`src/rtl/boid_display_scheduler_if.sv`:
```
// Signal bundle between the display scheduler and its neighbours (VGA, BPU array,
// display RAM and CPU taps). The master modport is the scheduler side.
interface boid_display_scheduler_if #(
  parameter int MAX_BOIDS      = 4,
  parameter int BITS_FOR_BOIDS = $clog2(MAX_BOIDS),
  parameter int ADDR_W         = 20
);
  logic                      screen_end;
  logic [BITS_FOR_BOIDS-1:0] boid_sel;
  logic [ADDR_W-1:0]         boid_addr;
  logic                      ram_switch;
  logic                      disp_we;
  logic [ADDR_W-1:0]         disp_addr;
  logic                      cpu_we;
  logic [BITS_FOR_BOIDS-1:0] cpu_idx;
  logic [9:0]                cpu_x;
  logic [8:0]                cpu_y;
  logic [MAX_BOIDS-1:0]      bpu_we;
  logic [9:0]                bpu_x;
  logic [8:0]                bpu_y;
  logic                      busy;
  logic                      overrun;
  logic                      cpu_drop;

  modport master (
    input  screen_end, boid_addr, cpu_we, cpu_idx, cpu_x, cpu_y,
    output boid_sel, ram_switch, disp_we, disp_addr, bpu_we, bpu_x, bpu_y,
           busy, overrun, cpu_drop
  );

  modport slave (
    output screen_end, boid_addr, cpu_we, cpu_idx, cpu_x, cpu_y,
    input  boid_sel, ram_switch, disp_we, disp_addr, bpu_we, bpu_x, bpu_y,
           busy, overrun, cpu_drop
  );
endinterface

```
`src/rtl/boid_display_scheduler.sv`:
```
// Per-frame display RAM refresh sequencer with CPU-to-BPU write arbitration.
// Optional feature macro: BOID_BOUNDS_CHECK_EN (suppress writes to addresses >= PIXEL_COUNT).
module boid_display_scheduler #(
  parameter int MAX_BOIDS      = 4,
  parameter int BITS_FOR_BOIDS = $clog2(MAX_BOIDS),
  parameter int PIXEL_COUNT    = 307200,
  parameter int ADDR_W         = 20
) (
  input logic clock,
  input logic CPU_RESETN,
  boid_display_scheduler_if.master bus
);

  typedef enum logic [1:0] {
    S_IDLE   = 2'd0,
    S_SWITCH = 2'd1,
    S_SCAN   = 2'd2,
    S_DRAIN  = 2'd3
  } state_t;

  localparam logic [BITS_FOR_BOIDS-1:0] LAST_IDX   = BITS_FOR_BOIDS'(MAX_BOIDS - 1);
  localparam logic [ADDR_W-1:0]         ADDR_LIMIT = ADDR_W'(PIXEL_COUNT);
`ifdef BOID_BOUNDS_CHECK_EN
  localparam logic BOUNDS_EN = 1'b1;
`else
  localparam logic BOUNDS_EN = 1'b0;
`endif

  state_t                    r_state;
  state_t                    w_state_nxt;
  logic [BITS_FOR_BOIDS-1:0] r_idx;
  logic                      r_ram_switch;
  logic                      r_disp_we;
  logic [ADDR_W-1:0]         r_disp_addr;
  logic                      r_overrun;
  logic                      r_pend_vld;
  logic [BITS_FOR_BOIDS-1:0] r_pend_idx;
  logic [9:0]                r_pend_x;
  logic [8:0]                r_pend_y;
  logic                      r_cpu_drop;
  logic                      w_idle;
  logic                      w_replay;
  logic                      w_addr_ok;
  logic [MAX_BOIDS-1:0]      w_bpu_we;
  logic [9:0]                w_bpu_x;
  logic [8:0]                w_bpu_y;

  function automatic logic [MAX_BOIDS-1:0] f_onehot(input logic [BITS_FOR_BOIDS-1:0] idx);
    logic [MAX_BOIDS-1:0] v;
    v = '0;
    for (int i = 0; i < MAX_BOIDS; i++) begin
      if (idx == BITS_FOR_BOIDS'(i)) begin
        v[i] = 1'b1;
      end
    end
    return v;
  endfunction

  assign w_idle    = (r_state == S_IDLE);
  assign w_replay  = w_idle && r_pend_vld;
  assign w_addr_ok = (bus.boid_addr < ADDR_LIMIT) || !BOUNDS_EN;

  // Frame sequencer next-state logic
  always_comb begin
    w_state_nxt = r_state;
    case (r_state)
      S_IDLE: begin
        if (bus.screen_end) begin
          w_state_nxt = S_SWITCH;
        end else begin
          w_state_nxt = S_IDLE;
        end
      end
      S_SWITCH: w_state_nxt = S_SCAN;
      S_SCAN: begin
        if (r_idx == LAST_IDX) begin
          w_state_nxt = S_DRAIN;
        end else begin
          w_state_nxt = S_SCAN;
        end
      end
      S_DRAIN: w_state_nxt = S_IDLE;
      default: w_state_nxt = S_IDLE;
    endcase
  end

  // Frame sequencer state, scan index and display RAM write port
  always_ff @(posedge clock or negedge CPU_RESETN) begin
    if (!CPU_RESETN) begin
      r_state      <= S_IDLE;
      r_idx        <= '0;
      r_ram_switch <= 1'b0;
      r_disp_we    <= 1'b0;
      r_disp_addr  <= '0;
      r_overrun    <= 1'b0;
    end else begin
      r_state      <= w_state_nxt;
      r_ram_switch <= w_idle && bus.screen_end;
      // Index rests at 0 outside SCAN so the read mux sees boid 0 when idle.
      if (r_state == S_SCAN) begin
        r_idx       <= (r_idx == LAST_IDX) ? '0 : r_idx + BITS_FOR_BOIDS'(1);
        r_disp_addr <= bus.boid_addr;
        r_disp_we   <= w_addr_ok;
      end else begin
        r_idx     <= '0;
        r_disp_we <= 1'b0;
      end
      if (!w_idle && bus.screen_end) begin
        r_overrun <= 1'b1;
      end
    end
  end

  // CPU write steering: replayed entry first, then pass-through, else nothing
  always_comb begin
    w_bpu_we = '0;
    w_bpu_x  = '0;
    w_bpu_y  = '0;
    if (w_replay) begin
      w_bpu_we = f_onehot(r_pend_idx);
      w_bpu_x  = r_pend_x;
      w_bpu_y  = r_pend_y;
    end else if (w_idle && bus.cpu_we) begin
      w_bpu_we = f_onehot(bus.cpu_idx);
      w_bpu_x  = bus.cpu_x;
      w_bpu_y  = bus.cpu_y;
    end else begin
      w_bpu_we = '0;
    end
  end

  // One-entry pending buffer; the slot frees in the replay cycle so a same-cycle request fits
  always_ff @(posedge clock or negedge CPU_RESETN) begin
    if (!CPU_RESETN) begin
      r_pend_vld <= 1'b0;
      r_pend_idx <= '0;
      r_pend_x   <= '0;
      r_pend_y   <= '0;
      r_cpu_drop <= 1'b0;
    end else begin
      if (bus.cpu_we && !(w_idle && !r_pend_vld)) begin
        if (!r_pend_vld || w_replay) begin
          r_pend_vld <= 1'b1;
          r_pend_idx <= bus.cpu_idx;
          r_pend_x   <= bus.cpu_x;
          r_pend_y   <= bus.cpu_y;
        end else begin
          r_cpu_drop <= 1'b1;
        end
      end else if (w_replay) begin
        r_pend_vld <= 1'b0;
      end
    end
  end

  assign bus.boid_sel   = r_idx;
  assign bus.ram_switch = r_ram_switch;
  assign bus.disp_we    = r_disp_we;
  assign bus.disp_addr  = r_disp_addr;
  assign bus.busy       = !w_idle;
  assign bus.overrun    = r_overrun;
  assign bus.cpu_drop   = r_cpu_drop;
  assign bus.bpu_we     = w_bpu_we;
  assign bus.bpu_x      = w_bpu_x;
  assign bus.bpu_y      = w_bpu_y;

endmodule

```
`src/flat_wrapper.sv`:
```
// flat-port wrapper written by rule: the top's interface ports become plain ports
module boid_display_scheduler_flat 
#(
  parameter int MAX_BOIDS      = 4,
  parameter int BITS_FOR_BOIDS = $clog2(MAX_BOIDS),
  parameter int PIXEL_COUNT    = 307200,
  parameter int ADDR_W         = 20
)
  (clock, CPU_RESETN, bus_screen_end, bus_boid_addr, bus_cpu_we, bus_cpu_idx, bus_cpu_x, bus_cpu_y, bus_boid_sel, bus_ram_switch, bus_disp_we, bus_disp_addr, bus_bpu_we, bus_bpu_x, bus_bpu_y, bus_busy, bus_overrun, bus_cpu_drop);
  boid_display_scheduler_if #(.MAX_BOIDS(MAX_BOIDS), .BITS_FOR_BOIDS(BITS_FOR_BOIDS), .ADDR_W(ADDR_W)) bus_i ();
  input logic clock;
  input logic CPU_RESETN;
  input wire logic [$bits(bus_i.screen_end)-1:0] bus_screen_end;
  input wire logic [$bits(bus_i.boid_addr)-1:0] bus_boid_addr;
  input wire logic [$bits(bus_i.cpu_we)-1:0] bus_cpu_we;
  input wire logic [$bits(bus_i.cpu_idx)-1:0] bus_cpu_idx;
  input wire logic [$bits(bus_i.cpu_x)-1:0] bus_cpu_x;
  input wire logic [$bits(bus_i.cpu_y)-1:0] bus_cpu_y;
  output wire logic [$bits(bus_i.boid_sel)-1:0] bus_boid_sel;
  output wire logic [$bits(bus_i.ram_switch)-1:0] bus_ram_switch;
  output wire logic [$bits(bus_i.disp_we)-1:0] bus_disp_we;
  output wire logic [$bits(bus_i.disp_addr)-1:0] bus_disp_addr;
  output wire logic [$bits(bus_i.bpu_we)-1:0] bus_bpu_we;
  output wire logic [$bits(bus_i.bpu_x)-1:0] bus_bpu_x;
  output wire logic [$bits(bus_i.bpu_y)-1:0] bus_bpu_y;
  output wire logic [$bits(bus_i.busy)-1:0] bus_busy;
  output wire logic [$bits(bus_i.overrun)-1:0] bus_overrun;
  output wire logic [$bits(bus_i.cpu_drop)-1:0] bus_cpu_drop;
  assign bus_i.screen_end = bus_screen_end;
  assign bus_i.boid_addr = bus_boid_addr;
  assign bus_i.cpu_we = bus_cpu_we;
  assign bus_i.cpu_idx = bus_cpu_idx;
  assign bus_i.cpu_x = bus_cpu_x;
  assign bus_i.cpu_y = bus_cpu_y;
  assign bus_boid_sel = bus_i.boid_sel;
  assign bus_ram_switch = bus_i.ram_switch;
  assign bus_disp_we = bus_i.disp_we;
  assign bus_disp_addr = bus_i.disp_addr;
  assign bus_bpu_we = bus_i.bpu_we;
  assign bus_bpu_x = bus_i.bpu_x;
  assign bus_bpu_y = bus_i.bpu_y;
  assign bus_busy = bus_i.busy;
  assign bus_overrun = bus_i.overrun;
  assign bus_cpu_drop = bus_i.cpu_drop;
  boid_display_scheduler #(.MAX_BOIDS(MAX_BOIDS), .BITS_FOR_BOIDS(BITS_FOR_BOIDS), .PIXEL_COUNT(PIXEL_COUNT), .ADDR_W(ADDR_W)) u_core (.clock(clock), .CPU_RESETN(CPU_RESETN), .bus(bus_i));
endmodule
```
`config.mk`:
```
export PLATFORM = sky130hd
export DESIGN_NAME = boid_display_scheduler_flat
export DESIGN_NICKNAME = d
export VERILOG_FILES = /design/src/rtl/boid_display_scheduler_if.sv /design/src/rtl/boid_display_scheduler.sv /design/src/flat_wrapper.sv
export SDC_FILE = /design/constraint.sdc
export NUM_CORES = 1
export LEC_CHECK = 0
export ABC_AREA = 1
export CAP_MARGIN = 20
export CORE_UTILIZATION = 62
export DETAILED_ROUTE_END_ITERATION = 16
export DONT_BUFFER_PORTS = 1
export HOLD_SLACK_MARGIN = 0.05
export MAX_ROUTING_LAYER = met4
export PLACE_DENSITY_LB_ADDON = 0.12
export SLEW_MARGIN = 15
export SYNTH_ARGS = -nofsm -noshare
export SYNTH_HDL_FRONTEND = slang
export SYNTH_SLANG_ARGS = --single-unit
```
`constraint.sdc`:
```
create_clock -name clock -period 1.5 [get_ports clock]
set_input_delay 0.225 -clock clock [delete_from_list [all_inputs] [get_ports clock]]
set_output_delay 0.225 -clock clock [all_outputs]
set_load 0.01 [all_outputs]
```
* Word-level counts from Yosys, hierarchy flattened
Cells that the tools add are included.
** Storage, ports and cells
- Register bits :: 50
- Input port bits :: 45
- Output and inout port bits :: 50
- Logic and storage cells :: 64
** Operators by class
- Add/subtract/negate cells :: 1
- Equal/unequal tests :: 11
- Mux-type cells :: 23
- Bitwise logic cells :: 1
- Reductions and logical operators :: 17
** Operator list (count)
- two-way mux 10 bit :: 2
- two-way mux 9 bit :: 2
- equality test 2 bit (second input constant) :: 7
- two-way mux 1 bit :: 14
- two-way mux 4 bit :: 2
- case mux 2 bit (4 select lines) :: 1
- equality test 2 x 1 -> 1 bit (second input constant) :: 3
- logical AND 1 bit :: 6
- logical NOT 2 bit :: 3
- AND reduction 2 bit :: 3
- two-way mux 2 bit :: 2
- logical NOT 1 bit :: 3
- adder 2 x 1 -> 2 bit (second input constant) :: 1
- != test 2 bit (second input constant) :: 1
- nonzero test 2 bit :: 1
- logical OR 1 bit :: 1
- NOT 1 bit :: 1

* Longest topological paths before layout
Gate-level depths: netlist of the first run.
- Word-level depth :: 6
- Depth in mapped cells :: 8
- Gate-level depth less buffers :: 7

* Least setup slack after synthesis of the first run
No wires, ideal clock.
- Path type :: reg-to-output
- From :: register u_core.r_state[0]
- To :: output bus_bpu_x[7]
- Data arrival time :: 1.217 ns
- Data required time :: 1.275 ns
- Slack :: 0.058 ns
- Cell stages (with the launch flop) :: 7
- Path buffers :: 1
- Cells stage by stage :: dfrtp_1 -> inv_1 -> ha_1 -> nand2_2 -> nand3_2 -> buf_4 -> o21ai_1
** On the way
- Longest elaborated chain between the ends :: 4
- Elaborated cells on any way between the ends :: 5
- Classes of those cells :: mux: 2; reduce/logical: 3
** RTL lines
- start, declared :: RTL line boid_display_scheduler.sv:29 : state_t r_state;
- start signal, assigned :: RTL line boid_display_scheduler.sv:97 : r_state <= w_state_nxt;
- logical NOT 2 bit * :: RTL line boid_display_scheduler.sv:59 : assign w_idle = (r_state == S_IDLE);
- logical AND 1 bit :: RTL line boid_display_scheduler.sv:123 : end else if (w_idle && bus.cpu_we) begin
- two-way mux 10 bit :: RTL line boid_display_scheduler.sv:123
- two-way mux 10 bit * :: RTL line boid_display_scheduler.sv:119 : if (w_replay) begin
- end, declared :: RTL line flat_wrapper.sv:24 : output wire logic [$bits(bus_i.bpu_x)-1:0] bus_bpu_x;
Mark *: on every way between the ends. The rest lies on a longest branch, timed or not.

* Worst setup path after layout of the first run
- From :: register u_core.r_state[1]
- To :: output bus_bpu_x[2]
The elaborated chain is that of the path after synthesis.

==> results of run 1 <==
-- placed cells by master (no fill, tap or decap), drive strengths merged --
| master | n |
|---|---|
| clkbuf | 8 |
| a31o | 1 |
| a21o | 1 |
| nor3b | 1 |
| ha | 4 |
| buf | 34 |
| mux2 | 20 |
| inv | 31 |
| clkinvlp | 1 |
| clkinv | 2 |
| o21ai | 23 |
| nand3 | 7 |
| nand4 | 21 |
| nand2 | 74 |
| dfrtp | 50 |
| dlygate4sd3 | 2 |
-- Yosys cell counts --
library cell	n
ha_1	4
nand2_1	72
dfrtp_1	50
o21ai_0	11
buf_4	3
buf_2	10
nand3_1	5
nand2_2	2
inv_2	3
nand4_1	21
o21ai_1	12
inv_1	29
a21o_1	1
nand3_2	2
a31o_2	1
nor3b_1	1
clkbuf_1	1
mux2_2	20
-- state kept, by name (all words and copies together), names as in the netlist --
register	flops
u_core.bus.ram_switch	1
u_core.bus.boid_sel	2
u_core.bus.disp_addr	20
u_core.bus.cpu_drop	1
u_core.r_pend_y	9
u_core.r_state	2
u_core.bus.overrun	1
u_core.r_pend_idx	2
u_core.bus.disp_we	1
u_core.r_pend_vld	1
u_core.r_pend_x	10
-- worst paths after layout --
check                                               startpoint                              endpoint  slack, ns  depth (start not counted)
min in group asynchronous                           CPU_RESETN   u_core.bus.disp_addr[0]$_DFFE_PN0P_       0.47                          2
worst max-delay path               u_core.r_state[1]$_DFF_PN0_                          bus_bpu_x[2]      -0.42                          7
worst min-delay path                         bus_boid_addr[12]  u_core.bus.disp_addr[12]$_DFFE_PN0P_       0.06                          1
worst min register to register  u_core.r_pend_y[5]$_DFFE_PN0P_        u_core.r_pend_y[5]$_DFFE_PN0P_       0.50                          2
max in group asynchronous                           CPU_RESETN        u_core.r_pend_y[5]$_DFFE_PN0P_       0.82                          2
worst max register to register     u_core.r_state[0]$_DFF_PN0_        u_core.r_pend_y[8]$_DFFE_PN0P_      -0.08                          7
-- critical path: stages (launching register included) --
cell and delay (ns):
dfrtp_1 0.38, inv_2 0.08, ha_4 0.19, nand2_8 0.09, nand3_4 0.10, buf_12 0.16, o21ai_2 0.21, buf_4 0.17
-- layout make-up --
class,count,area [um2]
Clock buffer,6,82.6
Fill cell,106,251
Multi-Input combinational cell,152,1220
Timing Repair Buffer,38,459
Clock inverter,2,12.5
Sequential cell,50,1250
Inverter,32,133
Tap cell,46,57.6
-- logic make-up after synthesis --
logic type	synth area share
fa+ha+maj	0.0216
flops	0.539
buf+inv	0.0846
simple gates	0.201
mux	0.0970
compound gates	0.0566
-- timing repair --
item                                    CTS  global route
endpoints found under the setup margin   23            24
gates cloned                              1             3
pin swaps                                 1             7
hold buffers                              3             0
gates resized for setup                  38            68
buffers inserted                          3             9
endpoints found under the hold margin    53             0
-- power groups by stage --
stage	Clock, W	Sequential [W]	Combinational (W)
global placement	0	0.00252	0.00235
floorplan	0	0.00245	0.00176
finish	0.000826	0.00274	0.00427
global route	0.000877	0.00277	0.00444
CTS	0.000807	0.00255	0.00290
detailed placement	0	0.00257	0.00249
-- metrics by stage --
step	hold WS, ns	area (um2)
after floorplan	-0.0706	2320
after global placement	-0.0695	2500
after detailed placement	-0.0696	2500
after CTS	0.0652	2810
after global routing	0.0511	3220
final	0.0609	3220
-- metal layers --
| metal | routed length [um] | part of all wire | GRT usage | up-vias |
|---|---|---|---|---|
| li1 | - | - | - | 871 |
| met1 | 2810 | 0.33 | 0.340 | 1067 |
| met2 | 4220 | 0.49 | 0.520 | 191 |
| met3 | 837 | 0.098 | 0.0851 | 66 |
| met4 | 654 | 0.077 | 0.102 | 0 |
| met5 | 0 | 0 | - | - |
==> run metrics, run 1 <==
via/cell ratio around 6.7; global route overflow 0; Num CTS Buffers 5; Finished Core Util 0.927; std cell rows 21; WL/cell around 26 um; final slew viol count 0; crit path DAT 1.69 ns; antenna viol nets, final 0; Max transition margin 0.764; first-pass GRT wire length ~8.9 mm; CP Capture Type primary output; final setup vio count slightly below 60; CP Data Required Time 1.27 ns; type of origin of the critical path register; post-synth cell types 18; Initial Util 0.669; CTS tree done; status complete, but fails checks; critical path class register to primary output; vias in the first global route 1849; count of final hold-check violations 0; Max IR drop VDD around 1800 uV; Hold/Removal Path Class input pin to register; worst-path fanout max 10; Initial DRT Pass Iterations 4; largest net degree at the start of global routing 51; Placed Instances 300; Synthesis Warnings 0; syn nets 297; Worst Slack Setup Final -0.417 ns; internal power component 0.00431 W; H-tree depth 2; Max-Cap Viols 0; fin crit period 1.92 ns; RSZ-0062 raised after global routing true; syn avg cell area 9.36 um2; Die Width 63.2 um; setup TNS -8.95 ns; total power 0.00783 W; Yosys top cell area share 0.539; antenna violations before repair 0; # IOs 95; dpl hpwl ~3.3 mm; Area growth syn-to-layout 38.6%; mapped cell area 2320 um2; WL final approximately 8.5 mm; worst skew pair latency 0.30 ns; Final Cycle Share 1.28; maximum clock rate 522 MHz; sequential share of the synthesized area 0.539; Synth area leaders dfrtp_1 (54%), nand2_1 (12%), mux2_2 (9.7%); DR DRC count 0; Power Density 2430 nW/um2; Post-Layout Cell Count 326; Switching Fraction 0.449; Root Driver clkbuf_8; CTS Sinks 50; CTS max path bufs 2; Die ar. around 4000 um2; share of layout cells above drive strength 1 0.461; NumNets Final 328; Logic pwr share 0.545; Seq pwr share 0.349; clock power share 0.106; synthesized instance count 248; GP Congestion around 0.80; Synth area leader dfrtp_1; dpl ws -0.0159 ns; core region area 3470 um2; Die H 63.2 um; n_diodes 0; IO Port Bufs 0; register bit count reported by yosys 50; P_leak 1.55 nW; Worst-path clk slew 0.09 ns; worst-case clock skew 0.00206 ns; Worst-Margin Slew 0.353 ns; failing checks setup timing; 1st-iter DRT viols 221; via count around 2200; overall global routing resource usage 0.303; Switch Pwr ~0.0035 W
Power figures use the tool's default switching activity.
==> run 2, diff against run 1 <==
==> constraint.sdc (replaced) <==
create_clock -name clock -period 1.5 [get_ports clock]
set_input_delay 0.3 -clock clock [delete_from_list [all_inputs] [get_ports clock]]
set_output_delay 0.3 -clock clock [all_outputs]
set_load 0.01 [all_outputs]
==> run metrics, run 2 (same netlist as run 1, synthesis figures left out) <==
maximum clock rate 532 MHz (+1.9%); n_diodes 0 (unchanged); RSZ-0062 raised after global routing true; routing usage on met1 0.317 (-0.0237); Final Cycle Share 1.25 (-0.0242); worst skew pair latency 0.30 ns (about the same); Initial DRT Pass Iterations 4 (unchanged); Largest register FFs 20 (unchanged); Worst-Margin Slew 0.257 ns (-0.0966 ns); Worst-path clk slew 0.09 ns (about the same); final slew viol count 0 (unchanged); IO Port Bufs 0 (unchanged); Die ar. 3990 um2 (unchanged); WL/cell 18.1 um (-31%); NumNets Final 323 (-1.5%); CP Capture Type primary output; dpl hpwl 3.39 mm (+2.5%); crit path DAT 1.58 ns (-0.11 ns); worst-path cell with the longest stage delay dfrtp_1; status complete, but fails checks; met2 Usage GRT 0.507 (-0.0134); Hold/Removal Path Class input pin to register; WL final 5.79 mm (-32%); via count 1891 (-14%); met3 usage 0.0797 (-0.00543); std cell rows 21 (unchanged); 1st-iter DRT viols 206 (-6.8%); Die Width 63.2 um (unchanged); GP Congestion 0.856 (+7.2%); commonest cells after routing, fill and taps aside nand2_1 (69), dfrtp_1 (50), inv_1 (26); CP Data Required Time 1.20 ns (-0.07 ns); vias in the first global route 1794 (-3.0%); core region area 3470 um2 (unchanged); Initial Util 0.669 (unchanged); CTS Sinks 50 (unchanged); H-tree depth 2 (unchanged); failing checks setup timing; setup slack, reg-to-reg 0.03 ns (+0.11 ns); largest net degree at the start of global routing 51 (unchanged); first-pass GRT wire length 8.44 mm (-4.8%); Num CTS Buffers 5 (unchanged); Fill cells 186 (+75%); Power Density 2300 nW/um2 (-5.4%); worst-path cell chain inv_2 > ha_2 > nand3_2 > buf_6 > o21ai_1 > buf_4; number of buffer and inverter stages on the critical path 3 (unchanged); DR DRC count 0 (unchanged); overall global routing resource usage 0.288 (-0.0151); GR peak layer met2; CTS tree done; fin crit period 1.88 ns (-0.0362 ns); largest stage delay on the critical path 0.39 ns (about the same); worst-path fanout max 13 (+3); via/cell ratio 5.91 (-12%); worst-case clock skew 0.00758 ns (+0.00553 ns); antenna viol nets, final 0 (unchanged); share of layout cells above drive strength 1 0.325 (-0.136); Top delay family on crit path buffers and inverters; critical path class register to primary output; Fin Hold WS 0.106 ns (+0.0453 ns); Finished Core Util 0.839 (-0.0884); final setup vio count 23 (-61%); Worst Slack Setup Final -0.381 ns (+0.0362 ns); P_leak 1.45 nW (-6.4%); # IOs 95 (unchanged); Max-Cap Viols 0 (unchanged); global route overflow 0 (unchanged); Max IR drop VDD 1290 uV (-28%); antenna violations before repair 0 (unchanged); Area growth syn-to-layout 25.4%; type of origin of the critical path register; Root Driver clkbuf_8; Die H 63.2 um (unchanged); CTS max path bufs 2 (unchanged); setup TNS -6.53 ns (+2.41 ns); Max transition margin 0.828 (+0.0633); count of final hold-check violations 0 (unchanged); commonest non-fill, non-tap cell in the layout nand2_1
==> run 2: cell count changes in the layout (fill, tap and decap cells not counted), sizes merged <==
| cell | before | now |
|---|---|---|
| buf | 34 | 30 |
| clkbuf | 8 | 7 |
| bufinv | 0 | 1 |
| dlygate4sd3 | 2 | 1 |
| inv | 31 | 32 |
| clkinvlp | 1 | 0 |
| clkinv | 2 | 1 |
==> run 2: metal layers <==
metal,part of all wire,vias to the layer above,wire (um)
met5,0,-,0
met4,0.022,0,125
met3,0.089,17,514
li1,-,859,-
met2,0.53,118,3090
met1,0.36,897,2060
==> run 2: where the power goes <==
part / internal (W) / switching, W
registers: 0.00199 / 0.000567
logic: 0.00154 / 0.00169
clock network: 0.000490 / 0.000421
total: 0.00402 / 0.00268
==> run 2: per-stage QoR <==
stage | total power (W) | cell area [um2] | worst slack [ns] | cells
floorplan | 0.00421 | 2320 | -0.0170 | 248
global placement | 0.00495 | 2530 | -0.0142 | 306
detailed placement | 0.00512 | 2530 | -0.111 | 306
CTS | 0.00638 | 2810 | -0.328 | 317
global route | 0.00710 | 2910 | -0.470 | 320
finish | 0.00670 | 2910 | -0.381 | 320
==> run 2: final timing paths <==
check	start	endpoint	cells past startpoint
max	u_core.r_state[0]$_DFF_PN0_	bus_bpu_y[8]	6
min	bus_screen_end	u_core.bus.ram_switch$_DFF_PN0_	2
max reg2reg	u_core.r_state[0]$_DFF_PN0_	u_core.r_pend_x[6]$_DFFE_PN0P_	9
min reg2reg	u_core.r_pend_y[2]$_DFFE_PN0P_	u_core.r_pend_y[2]$_DFFE_PN0P_	2
max in group asynchronous	CPU_RESETN	u_core.r_pend_x[7]$_DFFE_PN0P_	2
min in group asynchronous	CPU_RESETN	u_core.bus.disp_addr[17]$_DFFE_PN0P_	2
==> run 2: repair_timing <==
item                                   in CTS  in global routing
endpoints found under the hold margin      50                  0
hold buffers                                2                  0
setup endpoints to repair                  23                 29
buffers inserted                            1                  1
resized for setup                          34                 12
pin swaps                                   2                  1
gates cloned                                1                  2
==> run 2: layout make-up <==
type	count	area, um2	share of cell area
Timing Repair Buffer	33	374	0.129
Inverter	32	125	0.0430
Tap cell	46	57.6	0.0198
Clock inverter	2	38.8	0.0133
Multi-Input combinational cell	152	995	0.342
Sequential cell	50	1250	0.430
Clock buffer	5	68.8	0.0236
==> run 3, diff against run 2 <==
--- a/config.mk
+++ b/config.mk
@@ -7,6 +7,7 @@
 export LEC_CHECK = 0
 export ABC_AREA = 1
 export CAP_MARGIN = 20
+export CORE_ASPECT_RATIO = 1.75
 export CORE_UTILIZATION = 62
 export DETAILED_ROUTE_END_ITERATION = 16
 export DONT_BUFFER_PORTS = 1
==> run metrics, run 3 (same netlist as run 1, synthesis figures left out) <==
Fill cells 170 (-8.6%); Power Density 2290 nW/um2 (-0.64%); setup slack, reg-to-reg 0.03 ns (about the same); placed instance area 2540 um2 (+0.39%); final slew viol count 0 (unchanged); antenna violations before repair 0 (unchanged); commonest non-fill, non-tap cell in the layout nand2_1; CP Data Required Time 1.20 ns (about the same); NumNets Final 324 (+0.31%); Final Cycle Share 1.27 (+0.0166); worst-path cell with the longest stage delay dfrtp_1; count of final hold-check violations 0 (unchanged); Hold/Removal Path Class input pin to register; WL/cell 19.8 um (+9.5%); worst-path fanout max 2 (-11); worst-case clock skew 0.00479 ns (-0.00280 ns); worst skew pair latency 0.30 ns (about the same); Max-Cap Viols 0 (unchanged); std cell rows 29 (+38%); Worst Reg-to-Reg Cells 5 (-4); P_leak 1.49 nW (+2.7%); fin crit period 1.91 ns (+0.0249 ns); Max transition margin 0.755 (-0.0725); via count 1979 (+4.7%); Final Cell Area 3100 um2 (+6.5%); hold_sp bus_screen_end; Initial Util 0.646 (-0.0231); vias in the first global route 1794 (unchanged); core region area 3590 um2 (+3.6%); largest net degree at the start of global routing 51 (unchanged); overall global routing resource usage 0.297 (+0.00892); Worst-Margin Slew 0.367 ns (+0.110 ns); CP Capture Type primary output; H-tree depth 2 (unchanged); CTS max path bufs 2 (unchanged); area of the multi-input gates 1180 um2 (+19%); failing checks setup timing; n_diodes 0 (unchanged); Die Width 48.3 um (-24%); first-pass GRT wire length 8.29 mm (-1.8%); worst r2r dst u_core.bus.disp_addr[1]$_DFFE_PN0P_; Largest register FFs 20 (unchanged); final setup vio count 24 (+4.3%); Worst Slack Setup Final -0.405 ns (-0.0249 ns); worst-path cell chain inv_2 > ha_4 > buf_6 > nand2_2 > inv_2 > nand2_2 > o21ai_2 > buf_6; Finished Core Util 0.863 (+0.0240); Die H 82.9 um (+31%); CTS tree done; GP Congestion 0.726 (-15%); Top delay family on crit path buffers and inverters; share of layout cells above drive strength 1 0.431 (+0.106); maximum clock rate 525 MHz (-1.3%); reg2reg start u_core.r_state[0]$_DFF_PN0_; via/cell ratio 6.15 (+4.0%); DR DRC count 0 (unchanged); dpl hpwl 3.56 mm (+5.0%); type of origin of the critical path register; critical path launch point u_core.r_state[1]$_DFF_PN0_; Initial DRT Pass Iterations 4 (unchanged); # IOs 95 (unchanged); number of buffer and inverter stages on the critical path 4 (+1); largest stage delay on the critical path 0.41 ns (+0.02 ns); FF+latch area 1250 um2 (unchanged); status complete, but fails checks; CTS Sinks 50 (unchanged); Root Driver clkbuf_8; global route overflow 0 (unchanged); Max IR drop VDD 1560 uV (+21%); Worst-path clk slew 0.09 ns (about the same); 1st-iter DRT viols 96 (-53%); WL final 6.38 mm (+10%); commonest cells after routing, fill and taps aside nand2_1 (55), dfrtp_1 (50), inv_1 (25); critical path class register to primary output; Worst path depth 8 (+2); Num CTS Buffers 5 (unchanged); Die ar. 4000 um2 (+0.24%); Worst Setup EP bus_bpu_we[1]; crit path DAT 1.61 ns (+0.03 ns); IO Port Bufs 0 (unchanged); RSZ-0062 raised after global routing true; antenna viol nets, final 0 (unchanged); Area growth syn-to-layout 33.6%; setup TNS -7.52 ns (-0.986 ns)
## run 3: cell count changes in the layout (fill, tap and decap cells not counted), sizes merged
cell / delta
clkbuf: -1
clkinvlp: +1
bufinv: -1
clkinv: +1
buf: +2
## run 3: repair_timing
item                       CTS  global route
gates cloned                 1             2
resized for setup           40            59
pin swaps                    1             3
buffers inserted             1             0
hold endpoints to repair    50             0
hold buffers                 2             0
setup endpoints to repair   33            45
## run 3: cell type report
class	instances	area share
Clock buffer	5	0.0222
Clock inverter	3	0.00807
Inverter	32	0.0436
Multi-Input combinational cell	152	0.382
Sequential cell	50	0.404
Tap cell	46	0.0186
Timing Repair Buffer	34	0.122
## run 3: worst reg2reg max path: cells and delay by family, from the launching register on
kind | cells | cell delay, ns
buffers and inverters | 3 | 0.45
DFF | 1 | 0.38
muxes | 1 | 0.36
adders and majority gates | 1 | 0.17
## run 3: power by group
part | switching (W) | leakage (nW) | internal, W | total [W]
sequential | 0.000662 | 0.598 | 0.00199 | 0.00265
clock | 0.000469 | 0.0447 | 0.000337 | 0.000806
combinational | 0.00195 | 0.843 | 0.00169 | 0.00364
total | 0.00308 | 1.49 | 0.00402 | 0.00710
## run 3: worst min-delay path by stage
stage                                                       to  slack, ns  depth (start not counted)
after global routing            u_core.bus.overrun$_DFFE_PN0P_        0.1                          1
final                           u_core.bus.overrun$_DFFE_PN0P_       0.11                          1
after global placement     u_core.bus.disp_addr[0]$_DFFE_PN0P_      0.005                          0
after floorplan               u_core.bus.boid_sel[0]$_DFF_PN0_      0.004                          0
after detailed placement  u_core.bus.disp_addr[19]$_DFFE_PN0P_      0.006                          0
after CTS                      u_core.bus.ram_switch$_DFF_PN0_       0.09                          2
## run 3: per-layer routing
layer  global-route usage  share of wire  vias up
met4               0.0884          0.047        0
li1                     -              -      860
met1                0.342           0.32      979
met3               0.0696          0.072       26
met5                    -              0        -
met2                0.488           0.56      114
## run 3: per-stage QoR
stage / cells / hold slack, ns / setup slack, ns / power (W)
finish: 322 / 0.112 / -0.405 / 0.00710
detailed placement: 309 / 0.00557 / -0.0828 / 0.00514
global placement: 309 / 0.00539 / 0.0101 / 0.00496
global route: 322 / 0.0998 / -0.496 / 0.00750
CTS: 320 / 0.0906 / -0.367 / 0.00633
floorplan: 248 / 0.00441 / -0.0170 / 0.00421
